### config.mk
export PLATFORM = sky130hd
export DESIGN_NAME = cp_insert_ctrl
export DESIGN_NICKNAME = d
export VERILOG_FILES = /design/src/rtl/cp_insert_ctrl.sv
export SDC_FILE = /design/constraint.sdc
export NUM_CORES = 1
export LEC_CHECK = 0
export ABC_AREA = 1
export CAP_MARGIN = 10
export CORE_MARGIN = 1.5
export CORE_UTILIZATION = 53
export CTS_CLUSTER_SIZE = 24
export DETAILED_ROUTE_END_ITERATION = 6
export PLACE_DENSITY = 0.81
export SLEW_MARGIN = 40
export SYNTH_ARGS = -nofsm -noshare
export SYNTH_HDL_FRONTEND = slang
export SYNTH_SLANG_ARGS = --single-unit
export TNS_END_PERCENT = 50
### constraint.sdc
create_clock -name clk -period 2.1 [get_ports clk]
set_clock_uncertainty 0.05 [all_clocks]
set_input_delay 0.42 -clock clk [delete_from_list [all_inputs] [get_ports clk]]
set_output_delay 0.42 -clock clk [all_outputs]
set_load 0.02 [all_outputs]
### src/rtl/cp_insert_ctrl.sv
// Cyclic-prefix insertion controller.
// Drives a two-bank ping-pong sample buffer: one symbol is written into the
// free bank while the other is read out as CP_LEN prefix samples (taken from
// the symbol tail) followed by the full N_FFT-sample body.
module cp_insert_ctrl #(
    parameter int N_FFT         = 1024,
    parameter int CP_LEN        = 32,
    parameter int SYM_PER_FRAME = 14,
    parameter int AW            = 10
) (
    input  logic          clk,
    input  logic          rst,
    input  logic          en,
    input  logic          in_sop,
    input  logic          in_valid,
    output logic          in_ready,
    output logic          wr_en,
    output logic [AW:0]   wr_addr,
    output logic          rd_en,
    output logic [AW:0]   rd_addr,
    output logic          out_valid,
    output logic          out_sop,
    output logic          out_eop,
    output logic          out_cp,
    output logic [3:0]    sym_cnt,
    output logic          frame_done,
    output logic          err_overrun
);

    typedef enum logic [1:0] {IDLE, CP, BODY} state_t;

    localparam logic [AW-1:0] LAST_IDX = AW'(N_FFT - 1);
    localparam logic [AW-1:0] CP_LAST  = AW'(CP_LEN - 1);
    localparam logic [AW-1:0] CP_BASE  = AW'(N_FFT - CP_LEN);
    localparam logic [3:0]    SYM_LAST = 4'(SYM_PER_FRAME - 1);

    state_t        state_q, state_d;
    logic [1:0]    full_q, full_d, full_set, full_clr, full_now;
    logic          wbank_q, wbank_d, rbank_q, rbank_d;
    logic          writing_q, writing_d;
    logic [AW-1:0] wcnt_q, wcnt_d, wr_ofs;
    logic [AW-1:0] rcnt_q, rcnt_d, cp_ofs;
    logic          err_q, err_d;
    logic          sop_now, eop_now;
    logic          out_valid_q, out_valid_d, out_sop_q, out_sop_d;
    logic          out_eop_q, out_eop_d, out_cp_q, out_cp_d;
    logic [3:0]    sym_cnt_q, sym_cnt_d;
    logic          frame_done_q, frame_done_d;

    // Write side: accept samples into the current write bank, detect restarts and overruns.
    // NOTE: every signal assigned here gets a default first so no path leaves it unassigned (no latch).
    always_comb begin
        wcnt_d    = wcnt_q;
        writing_d = writing_q;
        wbank_d   = wbank_q;
        err_d     = err_q;
        full_set  = 2'b00;
        wr_en     = 1'b0;
        in_ready  = !full_q[wbank_q];
        // A start-of-symbol always restarts at offset 0 of the same bank.
        wr_ofs    = in_sop ? '0 : wcnt_q;
        wr_addr   = {wbank_q, wr_ofs};
        if (en && !rst && in_valid) begin
            if (!in_ready) begin
                err_d = 1'b1;
            end else if (in_sop || writing_q) begin
                wr_en = 1'b1;
                if (in_sop && writing_q && wcnt_q != '0) begin
                    err_d = 1'b1;
                end
                if (wr_ofs == LAST_IDX) begin
                    full_set[wbank_q] = 1'b1;
                    wbank_d           = !wbank_q;
                    writing_d         = 1'b0;
                    wcnt_d            = '0;
                end else begin
                    writing_d = 1'b1;
                    wcnt_d    = wr_ofs + 1'b1;
                end
            end
        end
    end

    // Read FSM: prefix from the symbol tail, then the body; chains banks without idle cycles.
    always_comb begin
        state_d  = state_q;
        rcnt_d   = rcnt_q;
        rbank_d  = rbank_q;
        full_clr = 2'b00;
        rd_en    = 1'b0;
        sop_now  = 1'b0;
        eop_now  = 1'b0;
        // A bank completing this cycle counts as full so reading starts on the next cycle.
        full_now = full_q | full_set;
        cp_ofs   = CP_BASE + rcnt_q;
        rd_addr  = (state_q == CP) ? {rbank_q, cp_ofs} : {rbank_q, rcnt_q};
        if (en && !rst) begin
            unique case (state_q)
                IDLE: begin
                    if (full_now[rbank_q]) state_d = CP;
                end
                CP: begin
                    rd_en   = 1'b1;
                    sop_now = (rcnt_q == '0);
                    if (rcnt_q == CP_LAST) begin
                        state_d = BODY;
                        rcnt_d  = '0;
                    end else begin
                        rcnt_d = rcnt_q + 1'b1;
                    end
                end
                BODY: begin
                    rd_en = 1'b1;
                    if (rcnt_q == LAST_IDX) begin
                        eop_now           = 1'b1;
                        full_clr[rbank_q] = 1'b1;
                        rbank_d           = !rbank_q;
                        rcnt_d            = '0;
                        state_d           = full_now[!rbank_q] ? CP : IDLE;
                    end else begin
                        rcnt_d = rcnt_q + 1'b1;
                    end
                end
                default: state_d = IDLE;
            endcase
        end
        // Set and clear can land in the same cycle; both take effect.
        full_d = (full_q | full_set) & ~full_clr;
    end

    // Output flags: one-cycle delayed copies aligned with the RAM read data, frozen while en is low.
    always_comb begin
        out_valid_d  = out_valid_q;
        out_sop_d    = out_sop_q;
        out_cp_d     = out_cp_q;
        out_eop_d    = out_eop_q;
        frame_done_d = frame_done_q;
        sym_cnt_d    = sym_cnt_q;
        if (en) begin
            out_valid_d  = rd_en;
            out_sop_d    = sop_now;
            out_cp_d     = (state_q == CP);
            out_eop_d    = eop_now;
            frame_done_d = eop_now && (sym_cnt_q == SYM_LAST);
            if (out_eop_q) begin
                sym_cnt_d = (sym_cnt_q == SYM_LAST) ? 4'd0 : sym_cnt_q + 4'd1;
            end
        end
    end

    // Read FSM state register.
    // NOTE: sequential state uses non-blocking assignments so all flops update from pre-edge values.
    always_ff @(posedge clk or posedge rst) begin
        if (rst) state_q <= IDLE;
        else     state_q <= state_d;
    end

    // Datapath and flag registers.
    always_ff @(posedge clk or posedge rst) begin
        if (rst) begin
            full_q       <= 2'b00;
            wbank_q      <= 1'b0;
            rbank_q      <= 1'b0;
            writing_q    <= 1'b0;
            wcnt_q       <= '0;
            rcnt_q       <= '0;
            err_q        <= 1'b0;
            out_valid_q  <= 1'b0;
            out_sop_q    <= 1'b0;
            out_eop_q    <= 1'b0;
            out_cp_q     <= 1'b0;
            sym_cnt_q    <= 4'd0;
            frame_done_q <= 1'b0;
        end else begin
            full_q       <= full_d;
            wbank_q      <= wbank_d;
            rbank_q      <= rbank_d;
            writing_q    <= writing_d;
            wcnt_q       <= wcnt_d;
            rcnt_q       <= rcnt_d;
            err_q        <= err_d;
            out_valid_q  <= out_valid_d;
            out_sop_q    <= out_sop_d;
            out_eop_q    <= out_eop_d;
            out_cp_q     <= out_cp_d;
            sym_cnt_q    <= sym_cnt_d;
            frame_done_q <= frame_done_d;
        end
    end

    assign out_valid   = out_valid_q;
    assign out_sop     = out_sop_q;
    assign out_eop     = out_eop_q;
    assign out_cp      = out_cp_q;
    assign sym_cnt     = sym_cnt_q;
    assign frame_done  = frame_done_q;
    assign err_overrun = err_q;

endmodule

After elaboration in Yosys (flattened, before gate mapping)
Cells that the tools add are included.
{ "classes": {"eq_ne": 9, "reduce_logical": 26, "addsub": 4, "n_mux": 43, "order_cmp": 5, "n_bitwise": 4} }
{ "op_table": {"columns": ["cell", "n"], "rows": [
  ["2-to-1 mux 10 bit", 5],
  ["2-to-1 mux 1 bit", 23],
  ["adder 10 x 1 -> 10 bit (second input constant)", 2],
  ["equality test 10 bit (second input constant)", 2],
  ["2-to-1 mux 2 bit", 10],
  ["case mux 10 bit (2 select lines)", 1],
  ["adder 10 bit (first input constant)", 1],
  ["equality test 10 x 5 -> 1 bit (second input constant)", 1],
  ["zero test 10 bit", 1],
  ["nonzero test 10 bit", 1],
  ["AND reduction 3 bit", 3],
  ["AND reduction 4 bit", 2],
  ["logical AND 1 bit", 7],
  ["less-than comparator 1 x 2 -> 1 bit (second input constant)", 3],
  ["inequality test 2 bit (second input constant)", 3],
  ["case mux 2 bit (3 select lines)", 1],
  ["nonzero test 2 bit", 3],
  ["adder 4 x 1 -> 4 bit (second input constant)", 1],
  ["equality test 4 bit (second input constant)", 1],
  ["zero test 1 bit", 4],
  ["2-to-1 mux 4 bit", 1],
  ["AND reduction 2 bit", 2],
  ["AND 2 bit", 1],
  ["demux 1 bit (select 1 bit)", 2],
  ["9 further kinds", 10]
]} }
{ "word_totals": {"register_bits": 37, "output_inout_bits": 35, "in_bits": 5, "elab_cells": 105} }

Logic depth before layout (Yosys ltp)
{ "logic_depth": {"ltp_word": 14, "depth_mapped": 14} }

Least setup slack after synthesis
OpenSTA, ideal clock, no wires.
{ "synth_path": {"path_type": "input-to-reg", "start": "input in_sop", "end": "register state_q[1]", "required_ns": 1.928, "t_arrival_ns": 2.051, "path_buffers": 1, "cell_stages": 14, "setup_time_ns": 0.122, "setup_slack_ns": -0.123, "cell_sequence": "buf_6 nor2_1 ha_1 nand2_1 nor2_2 nand2_2 nor2_4 nand4_4 nand2_2 nand2_1 nand3_2 nand2_2 nand2_1 o21ai_1"} }
{ "synth_via": {"elab_chain_len": 11, "elab_cells_between_ends": 12, "classes_between": "2 x eq/ne; 7 x mux; 1 x bitwise; 2 x reduce/logical"} }
{ "synth_rtl": {"columns": ["element", "line", "text"], "rows": [
  ["start: declaration", "14", "input logic in_sop,"],
  ["2-to-1 mux 10 bit", "61", "wr_ofs = in_sop ? '0 : wcnt_q;"],
  ["via wr_addr[0]", "18", "output logic [AW:0] wr_addr,"],
  ["equality test 10 bit", "71", "if (wr_ofs == LAST_IDX) begin"],
  ["2-to-1 mux 2 bit", "71", null],
  ["2-to-1 mux 2 bit", "66", "end else if (in_sop || writing_q) begin"],
  ["2-to-1 mux 2 bit", "64", "if (!in_ready) begin"],
  ["2-to-1 mux 2 bit", "63", "if (en && !rst && in_valid) begin"],
  ["OR 2 bit", "94", "full_now = full_q | full_set;"],
  ["2-to-1 mux 1 bit (not written as such) (2 in series)", "100", "if (full_now[rbank_q]) state_d = CP;"],
  ["inequality test 2 bit (no source line)", null, null],
  ["AND reduction 4 bit (no source line)", null, null],
  ["end signal: assignment", "155", "else state_q <= state_d;"],
  ["end: declaration", "37", "state_t state_q, state_d;"]
]} }
The timed path passes the listed nets, and every way through them passes these cells. The select of a mux whose other input is x is not followed.
A chain may end at the register's enable or synchronous reset.

Worst setup path after layout
{ "layout_path": {"start": "register state_q[1]", "end": "output rd_addr[5]"} }
{ "layout_via": {"elab_chain_len": 2} }
{ "layout_rtl": {"columns": ["element", "line", "text"], "rows": [
  ["equality test 2 x 1 -> 1 bit", "96", "rd_addr = (state_q == CP) ? {rbank_q, cp_ofs} : {rbank_q, rcnt_q};"],
  ["2-to-1 mux 10 bit", "96", null],
  ["end: declaration", "20", "output logic [AW:0] rd_addr,"]
]} }
No other way between the ends.

==> results.md <==
* Status: completed
* Crit path required time at 1.63 ns
* Post-Synth Adder-Cell Area at 4.93%
* Max IR drop VDD at 384 uV
* Complex-gate fraction of the synthesized area at 10.4%
* Fraction of synthesized area in multiplexers at 0%
* H-tree levels at 2
* Register area share after synthesis at 40.5%
* Area delta synth->final at 33.5%
* GR Util All Layers at 24.9%
* Clock Tree Root: clkbuf_8
* Cell area after layout at 0.00305 mm2
* Deepest clock path buffer count at 2
* Synth warnings at 0
* Drt drc at 0
* Post-Syn Instances at 270
* Worst skew pair latency at 0.29 ns
* CTS Sinks at 37
* Unique cell type count in the Yosys netlist at 36
* FP Rows at 23
* Post-synth top area cell: dfrtp_1
* Largest family of logic cells by synthesized area: simple AND/OR/NAND/NOR gates
* Slew Limit Headroom at 68.4%
* Final Core Density at 75.1%
* Core area at 0.00406 mm2
* Vias in the first global route at 1932
* Area fraction of the dominant cell type after synthesis at 40.5%
* Minimum clock period after layout at 2.01 ns
* Pleak at 1.54 nW
* Chip Width at 68.6 um
* Fmax at 497 MHz
* Fin. max-slew vios at 0
* Routed wire per std cell at 13.4 um
* Number of synthesized flops with an enable pin at 0
* Layout net count at 363
* Final ANT Viol Nets at 0
* Top post-synthesis cells by count: nand2_1 (46), inv_1 (42), dfrtp_1 (37)
* Fin crit share at 95.9%
* Worst Reg-to-Reg Cells at 10
* Router iterations before antenna repair at 4
* Largest net degree at the start of global routing at 38
* DP Area at 0.00299 mm2
* Most frequent cell after synthesis: nand2_1
* Initial antenna violation count at 0
* Syn_nets at 284
* Top_reg_cell synth: dfrtp_1
* Hold_buf cts at 0
* Worst Tran Pin Value at 0.474 ns
* Unrepaired setup endpoints after global routing: true
* CTS tree: yes
* Detailed placement HPWL at 4080 um
* First-pass GRT wire length at 8600 um
* Clock transition at the registers of the reported paths at 0.07 ns
* Ant diodes at 0
* CP Capture Type: output pin
* DR iter-0 viols at 153
* Crit path DAT at 1.54 ns
* FILL cells at 301
* Top post-synthesis cells by area: dfrtp_1 (41%), nand2_1 (7.6%), inv_1 (6.9%)
* Initial Util at 56.3%
* Synthesized area at 0.00228 mm2
* Final Wtd Congestion at 0.907
* Die Span Y at 68.6 um
* Worst Setup Start Kind: flip-flop
* Post-Synth XOR/XNOR Area at 6.14%
* Crit path max fanout at 4
* Remaining Overflow, GRT at 0
* Simple-Gate Fraction of Synth Area at 27.4%
* Total CTS buffers at 5
* Via/cell ratio at 5.22
* Yosys reg bits at 37
* Total vias in the final route at 2086
* Final hold violations at 0
* IO Count at 40
* DRT Wirelength at 5370 um
* PD cells at 718 mW/mm2
* Worst setup path class: reg -> out
* I/O Buffers at 39
* Die area at 0.00471 mm2
* Share of cells above drive strength 1 at 23.7%
* FFs w/ async S/R, synth at 100%
* Synth Area per Inst at 8.46 um2
* Worst Hold Class: in -> async
* Total of max-cap violations at 0
* Final setup fails at 0
## through the flow
| stage | setup slack [ns] | hold slack (ns) | power [W] | std cells | TNS [ns] |
|---|---|---|---|---|---|
| 3_3_place_gp | -0.382 | 0.417 | 0.00173 | 392 | -6.25 |
| 4_1_cts | -0.0298 | 0.438 | 0.00221 | 400 | -0.0298 |
| 6_report | 0.0864 | 0.347 | 0.00219 | 400 | 0 |
| 2_1_floorplan | 0.0127 | 0.431 | 0.00142 | 270 | 0 |
| 5_1_grt | -0.00505 | 0.389 | 0.00233 | 400 | -0.00505 |
| 3_5_place_dp | -0.403 | 0.422 | 0.00175 | 392 | -8.03 |
## cell families after synthesis
| kind of cell | Yosys count |
|---|---|
| compound gates | 41 |
| xor+xnor | 16 |
| fa+ha+maj | 9 |
| buf+inv | 54 |
| flops | 37 |
| simple gates | 113 |
## where the power goes
group,internal (W),leakage (nW),switching (W)
clock network,0.000230,0.0450,0.000246
logic,0.000361,1.06,0.000473
registers,0.000795,0.431,0.0000849
total,0.00139,1.54,0.000804
## metal layers
layer	wire length, um	share of wire, %	global-route usage (%)	vias to the layer above
met5	0	0	0	-
met3	278	5.2	5.03	4
met4	67	1.2	8.50	0
met1	2380	44	33.5	990
met2	2650	49	39.9	62
li1	-	-	-	1030
## sequential cells by signal, summed over array words and instances (netlist names), 2 cells and up
name	count
rcnt_q	10
wcnt_q	10
state_q	2
full_q	2
sym_cnt	4
## critical path: stages, from the launching register on
cell and delay [ns]:
dfrtp_1 0.37, inv_1 0.06, ha_1 0.20, buf_4 0.16, xor2_1 0.13, dlygate4sd2_1 0.34
## timing repair
action | CTS | global route
setup buffers | 0 | 0
endpoints found under the setup margin | 26 | 12
resized for setup | 27 | 13
## cell type report
cell class	count	area, um2	area share, %
multi-input cells	179	1130	37.1
clock buffers	6	72.6	2.38
clock inverters	2	10.0	0.328
flip-flops and latches	37	926	30.4
repair buffers	81	673	22.1
well taps	50	62.6	2.05
inverters	45	174	5.71
## path summary, 6_finish.rpt
check                           start     endpoint  slack, ns
max in group asynchronous         rst  err_overrun       1.32
hold / removal                    rst    rcnt_q[3]       0.35
min in group clk           frame_done   frame_done       0.44
hold reg to reg            frame_done   frame_done       0.44
setup / recovery           state_q[1]   rd_addr[5]       0.09
setup reg to reg           state_q[0]    rcnt_q[7]       0.12
## cell usage in the layout, fill, tap and decap left out, types with 3 or more instances in the layout
cell type        instances
nand2_1                 46
inv_1                   42
buf_4                   41
dfrtp_1                 37
clkdlybuf4s50_1         19
nor2_1                  17
xor2_1                  14
nand3_1                 12
o21ai_0                 12
dlygate4sd2_1           11
a21oi_1                 10
ha_1                     9
nand4_1                  7
nor2_2                   6
nand2_2                  6
o22ai_1                  5
clkbuf_8                 5
nor2_4                   4
nor4_1                   4
o21ai_1                  4
o21a_1                   4
buf_2                    4
dlymetal6s2s_1           3
No activity file was read; power rests on OpenSTA's default activity.
